--- src/rtl/ook_rx_if.sv ---
// Output bundle of the OOK receiver: demodulated byte, its strobes and link status.
interface ook_rx_if;
   logic       carrier;
   logic [7:0] data;
   logic       data_valid;
   logic       frame_err;
   logic       busy;

   modport master (
      output carrier,
      output data,
      output data_valid,
      output frame_err,
      output busy
   );

   modport slave (
      input carrier,
      input data,
      input data_valid,
      input frame_err,
      input busy
   );
endinterface

--- src/rtl/ook_rx.sv ---
// OOK demodulator: counts envelope edges per window to detect carrier, then
// frames slot majority votes into start/8 data LSB-first/stop bytes.
module ook_rx #(
   parameter int WIN_LEN     = 256,
   parameter int EDGE_THRESH = 16,
   parameter int BIT_WINDOWS = 8
) (
   input  logic      CLK1,
   input  logic      RST,
   input  logic      rf_in,
   ook_rx_if.master  bus
);

   localparam int WW = (WIN_LEN > 1) ? $clog2(WIN_LEN) : 1;
   localparam int EW = $clog2(EDGE_THRESH + 1);
   localparam int SW = $clog2(BIT_WINDOWS + 1);

   localparam logic [WW-1:0] WIN_LAST    = WW'(WIN_LEN - 1);
   localparam logic [EW-1:0] THRESH_SAT  = EW'(EDGE_THRESH);
   localparam logic [EW:0]   THRESH_CMP  = (EW+1)'(EDGE_THRESH);
   localparam logic [SW-1:0] SLOT_LAST   = SW'(BIT_WINDOWS);
   localparam logic [SW-1:0] HALF_SLOT   = SW'(BIT_WINDOWS / 2);

   typedef enum logic [1:0] {IDLE, START, DATA, STOP} state_t;

   logic [1:0]    r_sync;
   logic          r_prev;
   logic [WW-1:0] r_winCnt;
   logic [EW-1:0] r_edgeCnt;
   logic          r_carrier;
   logic          r_tick;
   state_t        r_state;
   logic [SW-1:0] r_slotCnt;
   logic [SW-1:0] r_onesCnt;
   logic [2:0]    r_bitIdx;
   logic [7:0]    r_shreg;
   logic [7:0]    r_data;
   logic          r_dataValid;
   logic          r_frameErr;
   logic          r_busy;

   logic          w_edge;
   logic          w_winEnd;
   logic [EW:0]   w_edgeTotal;
   logic [SW-1:0] w_onesNext;
   logic [SW-1:0] w_slotNext;
   logic          w_slotEnd;
   logic          w_bit;

   assign w_edge      = r_sync[1] & ~r_prev;
   assign w_winEnd    = (r_winCnt == WIN_LAST);
   assign w_edgeTotal = {1'b0, r_edgeCnt} + {{EW{1'b0}}, w_edge};
   assign w_onesNext  = r_onesCnt + {{(SW-1){1'b0}}, r_carrier};
   assign w_slotNext  = r_slotCnt + {{(SW-1){1'b0}}, 1'b1};
   assign w_slotEnd   = (w_slotNext == SLOT_LAST);
   // ones*2 > BIT_WINDOWS is the same as ones > floor(BIT_WINDOWS/2); ties vote 0
   assign w_bit       = (w_onesNext > HALF_SLOT);

   always_ff @(posedge CLK1 or posedge RST) begin
      if (RST) begin
         r_sync <= 2'b00;
         r_prev <= 1'b0;
      end else begin
         r_sync <= {r_sync[0], rf_in};
         r_prev <= r_sync[1];
      end
   end

   // An edge landing on the last window cycle is folded into that window's verdict
   always_ff @(posedge CLK1 or posedge RST) begin
      if (RST) begin
         r_winCnt  <= '0;
         r_edgeCnt <= '0;
         r_carrier <= 1'b0;
         r_tick    <= 1'b0;
      end else if (w_winEnd) begin
         r_winCnt  <= '0;
         r_edgeCnt <= '0;
         r_carrier <= (w_edgeTotal >= THRESH_CMP);
         r_tick    <= 1'b1;
      end else begin
         r_winCnt  <= r_winCnt + {{(WW-1){1'b0}}, 1'b1};
         r_tick    <= 1'b0;
         if (w_edge && (r_edgeCnt != THRESH_SAT))
            r_edgeCnt <= r_edgeCnt + {{(EW-1){1'b0}}, 1'b1};
      end
   end

   always_ff @(posedge CLK1 or posedge RST) begin
      if (RST) begin
         r_state     <= IDLE;
         r_slotCnt   <= '0;
         r_onesCnt   <= '0;
         r_bitIdx    <= 3'd0;
         r_shreg     <= 8'h00;
         r_data      <= 8'h00;
         r_dataValid <= 1'b0;
         r_frameErr  <= 1'b0;
         r_busy      <= 1'b0;
      end else begin
         r_dataValid <= 1'b0;
         r_frameErr  <= 1'b0;
         if (r_tick) begin
            if (r_state != IDLE) begin
               r_slotCnt <= w_slotEnd ? '0 : w_slotNext;
               r_onesCnt <= w_slotEnd ? '0 : w_onesNext;
            end
            case (r_state)
               IDLE: begin
                  // The detecting window is already slot window 0 of the start bit
                  if (r_carrier) begin
                     r_busy <= 1'b1;
                     if (BIT_WINDOWS == 1) begin
                        r_state  <= DATA;
                        r_bitIdx <= 3'd0;
                     end else begin
                        r_state   <= START;
                        r_slotCnt <= {{(SW-1){1'b0}}, 1'b1};
                        r_onesCnt <= {{(SW-1){1'b0}}, 1'b1};
                     end
                  end
               end
               START: begin
                  if (w_slotEnd) begin
                     if (w_bit) begin
                        r_state  <= DATA;
                        r_bitIdx <= 3'd0;
                     end else begin
                        r_state <= IDLE;
                        r_busy  <= 1'b0;
                     end
                  end
               end
               DATA: begin
                  if (w_slotEnd) begin
                     r_shreg[r_bitIdx] <= w_bit;
                     if (r_bitIdx == 3'd7)
                        r_state <= STOP;
                     else
                        r_bitIdx <= r_bitIdx + 3'd1;
                  end
               end
               STOP: begin
                  if (w_slotEnd) begin
                     if (w_bit) begin
                        r_frameErr <= 1'b1;
                     end else begin
                        r_data      <= r_shreg;
                        r_dataValid <= 1'b1;
                     end
                     r_state <= IDLE;
                     r_busy  <= 1'b0;
                  end
               end
               default: begin
                  r_state <= IDLE;
                  r_busy  <= 1'b0;
               end
            endcase
         end
      end
   end

   assign bus.carrier    = r_carrier;
   assign bus.data       = r_data;
   assign bus.data_valid = r_dataValid;
   assign bus.frame_err  = r_frameErr;
   assign bus.busy       = r_busy;

endmodule

--- src/flat_wrapper.sv ---
// flat-port wrapper written by rule: the top's interface ports become plain ports
module ook_rx_flat 
#(
   parameter int WIN_LEN     = 256,
   parameter int EDGE_THRESH = 16,
   parameter int BIT_WINDOWS = 8
)
  (CLK1, RST, rf_in, bus_carrier, bus_data, bus_data_valid, bus_frame_err, bus_busy);
  ook_rx_if bus_i ();
  input  logic CLK1;
  input  logic RST;
  input  logic rf_in;
  output wire logic [$bits(bus_i.carrier)-1:0] bus_carrier;
  output wire logic [$bits(bus_i.data)-1:0] bus_data;
  output wire logic [$bits(bus_i.data_valid)-1:0] bus_data_valid;
  output wire logic [$bits(bus_i.frame_err)-1:0] bus_frame_err;
  output wire logic [$bits(bus_i.busy)-1:0] bus_busy;
  assign bus_carrier = bus_i.carrier;
  assign bus_data = bus_i.data;
  assign bus_data_valid = bus_i.data_valid;
  assign bus_frame_err = bus_i.frame_err;
  assign bus_busy = bus_i.busy;
  ook_rx #(.WIN_LEN(WIN_LEN), .EDGE_THRESH(EDGE_THRESH), .BIT_WINDOWS(BIT_WINDOWS)) u_core (.CLK1(CLK1), .RST(RST), .rf_in(rf_in), .bus(bus_i));
endmodule
--- config.mk ---
export PLATFORM = sky130hd
export DESIGN_NAME = ook_rx_flat
export DESIGN_NICKNAME = d
export VERILOG_FILES = /design/src/rtl/ook_rx_if.sv /design/src/rtl/ook_rx.sv /design/src/flat_wrapper.sv
export SDC_FILE = /design/constraint.sdc
export NUM_CORES = 1
export LEC_CHECK = 0
export CORE_ASPECT_RATIO = 0.75
export CORE_MARGIN = 2
export CORE_UTILIZATION = 47
export DETAILED_ROUTE_END_ITERATION = 8
export PLACE_DENSITY_LB_ADDON = 0.08
export SLEW_MARGIN = 15
export SYNTH_ARGS = -nofsm -noshare
export SYNTH_HDL_FRONTEND = slang
export SYNTH_SLANG_ARGS = --single-unit
--- constraint.sdc ---
create_clock -name CLK1 -period 2.3 [get_ports CLK1]
set_clock_uncertainty 0.2 [all_clocks]
set_input_delay 0.345 -clock CLK1 [delete_from_list [all_inputs] [get_ports CLK1]]
set_output_delay 0.345 -clock CLK1 [all_outputs]
set_load 0.01 [all_outputs]
==> flow_metrics.env <==
export IMPL_cts_tree="yes"
export IMPL_synth_seq_area_share_pct=50.3
export IMPL_drive_gt1_share_pct=24.8
export IMPL_grt_busiest_layer="met2"
export IMPL_multi_input_area_um2=1190
export IMPL_syn_num_nets=236
export IMPL_synth_area_leaders="dfrtp_1 50%, mux2_4 4.8%, ha_1 4.5%, mux2_2 4.5%, nor2_1 3.0%"
export IMPL_synth_cell_types=50
export IMPL_wl_um=5160
export IMPL_setup_violations=4
export IMPL_dp_hpwl_um=3530
export IMPL_die_area_um2=5900
export IMPL_hold_depth=0
export IMPL_grt_use_met1_pct=27.2
export IMPL_async_reset_ff_share_pct=100
export IMPL_max_slew_margin_pct=63.7
export IMPL_coreArea_um2=5010
export IMPL_fin_crit_ns=2.31
export IMPL_clk_pin_slew_ns=0.10
export IMPL_numCtsBuffers=5
export IMPL_max_slew_worst_pin_slew_ns=0.540
export IMPL_yosys_top_cells_count="50 x dfrtp_1, 20 x nor2_1, 12 x inv_1, 10 x mux2_2, 10 x nand2_1"
export IMPL_violations="negative setup slack"
export IMPL_ir_drop_mv=0.399
export IMPL_yosysTopAreaCellShare_pct=50.3
export IMPL_synth_most_common_cell="dfrtp_1"
export IMPL_crit_path_top_delay_cell="dfrtp_2"
export IMPL_cts_sinks=50
export IMPL_end_kind="flop"
export IMPL_cts_root_buf="clkbuf_8"
export IMPL_portBuffers=14
export IMPL_setup_tns_ns=-0.0226
export IMPL_synth_area_per_cell_um2=11.1
export IMPL_hp_class="reg -> reg"
export IMPL_min_from="u_core.r_sync[0]$_DFF_PP0_"
export IMPL_p_per_area_nw_per_um2=578
export IMPL_timing_critical_path_slowest_cell_delay_ns=0.45
export IMPL_cellLeakagePower_uw=0.00141
export IMPL_status="complete, but fails checks"
export IMPL_n_fill_cell=419
export IMPL_crit_family="simple AND/OR/NAND/NOR gates"
export IMPL_syn_area_um2=2490
export IMPL_ys_ff_latch=50
export IMPL_route_vias_total=1776
export IMPL_r2r_cells=7
export IMPL_pre_cts_slack_ns=-0.0372
export IMPL_drc=0
export IMPL_synth_simple_gate_area_share_pct=15.8
export IMPL_grt_usage_pct=20.3
export IMPL_rows=22
export IMPL_cp_arrival_ns=2.31
export IMPL_synth_compound_area_share_pct=11.3
export IMPL_start_kind="flop"
export IMPL_die_width_um=88.0
export IMPL_dr_pass1_iters=4
export IMPL_synth_edf_count=0
export IMPL_synth_largest_area_cell="dfrtp_1"
export IMPL_fin_ws_ns=-0.00918
export IMPL_grtUsageMet2_pct=32.2
export IMPL_synth_top_family_by_area="simple AND/OR/NAND/NOR gates"
export IMPL_rr_startpoint="u_core.bus.carrier$_DFFE_PP0P_"
export IMPL_clk_latency_ns=0.31
export IMPL_critPathMaxFanout=5
export IMPL_crit_type="reg -> reg"
export IMPL_post_route_util_pct=60.5
export IMPL_max_freq_mhz=433
export IMPL_antenna_left=0
export IMPL_ys_flop_type="dfrtp_1"
export IMPL_worstPathRequired_ns=2.30
export IMPL_initial_core_util_pct=49.7
export IMPL_worst_r2r_endpoint="u_core.bus.data[3]$_DFFE_PP0P_"
export IMPL_htree_levels=2
export IMPL_fin_crit_sh_pct=100
export IMPL_drv_cap=0
export IMPL_synth_adder_area_share_pct=4.52
export IMPL_hold_viol_final=0
export IMPL_first_global_vias=1910
export IMPL_grt_overflow=0
export IMPL_die_h_um=67.0
export IMPL_rsz0062_at_grt="yes"
export IMPL_grt_pass1_wl_um=8980
export IMPL_critPathBufInv=1
export IMPL_vias_per_cell=5.38
export IMPL_synth_xor_area_share_pct=3.52
export IMPL_slew_viol_final=0
export IMPL_n_antenna_cell=0
export IMPL_rrSetupSlack_ns=-0.009
export IMPL_grt_max_degree=26
export IMPL_place_gp_congestion=0.813
export IMPL_power_uw=1750
export IMPL_wire_per_inst_um=15.6
export IMPL_path_cells="ha_4 > nor4b_2 > a211oi_1 > and2_4 > or3_4 > buf_8 > mux2_4"
export IMPL_drt_initial_drc_count=137
export IMPL_area_growth_pct=21.8
export IMPL_syn_instance_count=224
export IMPL_clock_path_buffers=2
export IMPL_antenna_found_initial=0
export IMPL_seq_area_um2=1250
export IMPL_synthMuxAreaShare_pct=10.2
export IMPL_yosysWarnings=0
export IMPL_min_to="u_core.r_sync[1]$_DFF_PP0_"
export IMPL_cts_hold_buffers=0
export IMPL_grt_use_met3_pct=3.47
export IMPL_nNetsFinal=269
export IMPL_io_pins=15
[area by class of cell]
type / count / share of cell area [%]
Clock inverter: 3 / 1.45
Clock buffer: 5 / 2.27
Multi-Input combinational cell: 150 / 39.3
Sequential cell: 50 / 41.3
Timing Repair Buffer: 37 / 11.1
Tap cell: 72 / 2.97
Inverter: 13 / 1.61
[kinds of logic (layout without fill, tap and decap cells)]
logic type	after synthesis	after routing
adders and majority gates	9	9
buffers and inverters	24	58
and+or+nand+nor	71	71
muxes	20	20
xor gates and xnor gates	10	10
DFF	50	50
AOI/OAI and AO/OA	40	40
[timing repair]
| item | 4_1_cts | 5_1_grt |
|---|---|---|
| resized for setup | 5 | 7 |
| pin swaps | 4 | 4 |
| cloned | 1 | 0 |
| setup buffers | 3 | 2 |
| endpoints found under the setup margin | 10 | 12 |
[per-layer routing]
metal	vias to the layer above	wire [µm]	part of all wire (%)
met4	0	104	2.0
met1	894	2510	49
li1	853	-	-
met5	-	0	0
met2	19	2420	47
met3	10	124	2.4
[worst max-delay path by stage]
stage,end,slack [ns],start,cells after the start
finish,u_core.bus.data[3]$_DFFE_PP0P_,-0.009,u_core.bus.carrier$_DFFE_PP0P_,7
global route,u_core.bus.data[3]$_DFFE_PP0P_,-0.06,u_core.bus.carrier$_DFFE_PP0P_,7
CTS,u_core.bus.data[3]$_DFFE_PP0P_,-0.02,u_core.r_onesCnt[0]$_DFFE_PP0P_,7
global placement,u_core.bus.data[7]$_DFFE_PP0P_,-0.02,u_core.bus.carrier$_DFFE_PP0P_,7
detailed placement,u_core.bus.data[0]$_DFFE_PP0P_,-0.04,u_core.bus.carrier$_DFFE_PP0P_,7
floorplan,u_core.bus.data[0]$_DFFE_PP0P_,0.02,u_core.bus.carrier$_DFFE_PP0P_,7
[state kept, by name, summed over array words and instances, names as in the netlist, named ones only]
| register | count |
|---|---|
| u_core.bus.carrier | 1 |
| u_core.bus.data_valid | 1 |
| u_core.r_onesCnt | 4 |
| u_core.r_bitIdx | 3 |
| u_core.r_edgeCnt | 5 |
| u_core.r_slotCnt | 4 |
| u_core.bus.data | 8 |
| u_core.r_sync | 2 |
| u_core.r_tick | 1 |
| u_core.r_prev | 1 |
| u_core.bus.frame_err | 1 |
| u_core.r_shreg | 8 |
| u_core.r_winCnt | 8 |
| u_core.bus.busy | 1 |
| u_core.r_state | 1 |
[placed cells by master (no fill, tap or decap), types with 2 or more instances in the layout]
cell type        Yosys  routed
a211oi_1             2       2
a21boi_0             2       2
a21oi_1              6       6
a31oi_1              5       5
and2_1               2       2
and3_1               5       5
buf_4                0      20
clkbuf_8             0       5
clkdlybuf4s50_1      0      14
dfrtp_1             50      49
ha_1                 9       6
ha_2                 0       2
inv_1               12      11
inv_2                1       2
mux2_2              10      10
mux2_4               8       8
mux2i_1              2       2
nand2_1             10      10
nand2b_1             5       5
nand3_1              5       5
nand3b_1             3       3
nand4_1              5       5
nor2_1              20      20
nor3_1               3       3
nor4_1               3       2
nor4b_2              2       2
o21a_1               2       2
o21ai_0              7       7
o21ai_1              2       2
or3_1                3       2
xnor2_1              7       7
xor2_1               3       3
[worst register-to-register path, delay by kind of cell, from the launching register on]
family | cells | cell delay [ns]
AOI/OAI and AO/OA | 1 | 0.11
and+or+nand+nor | 3 | 0.72
buffers and inverters | 1 | 0.15
muxes | 1 | 0.30
DFF | 1 | 0.45
adders and majority gates | 1 | 0.28
[power breakdown]
part	switching (µW)	internal [µW]	total [µW]
registers	38.5	924	963
clock network	311	326	637
logic	87.1	64.2	151
[stage by stage]
step	instance area, µm²	hold slack (ns)	instances
final	3030	0.167	330
after global routing	3030	0.194	330
after detailed placement	2810	0.143	316
after CTS	2970	0.173	328
after floorplan	2500	0.131	224
after global placement	2810	0.145	316
Power figures use the tool's default switching activity.
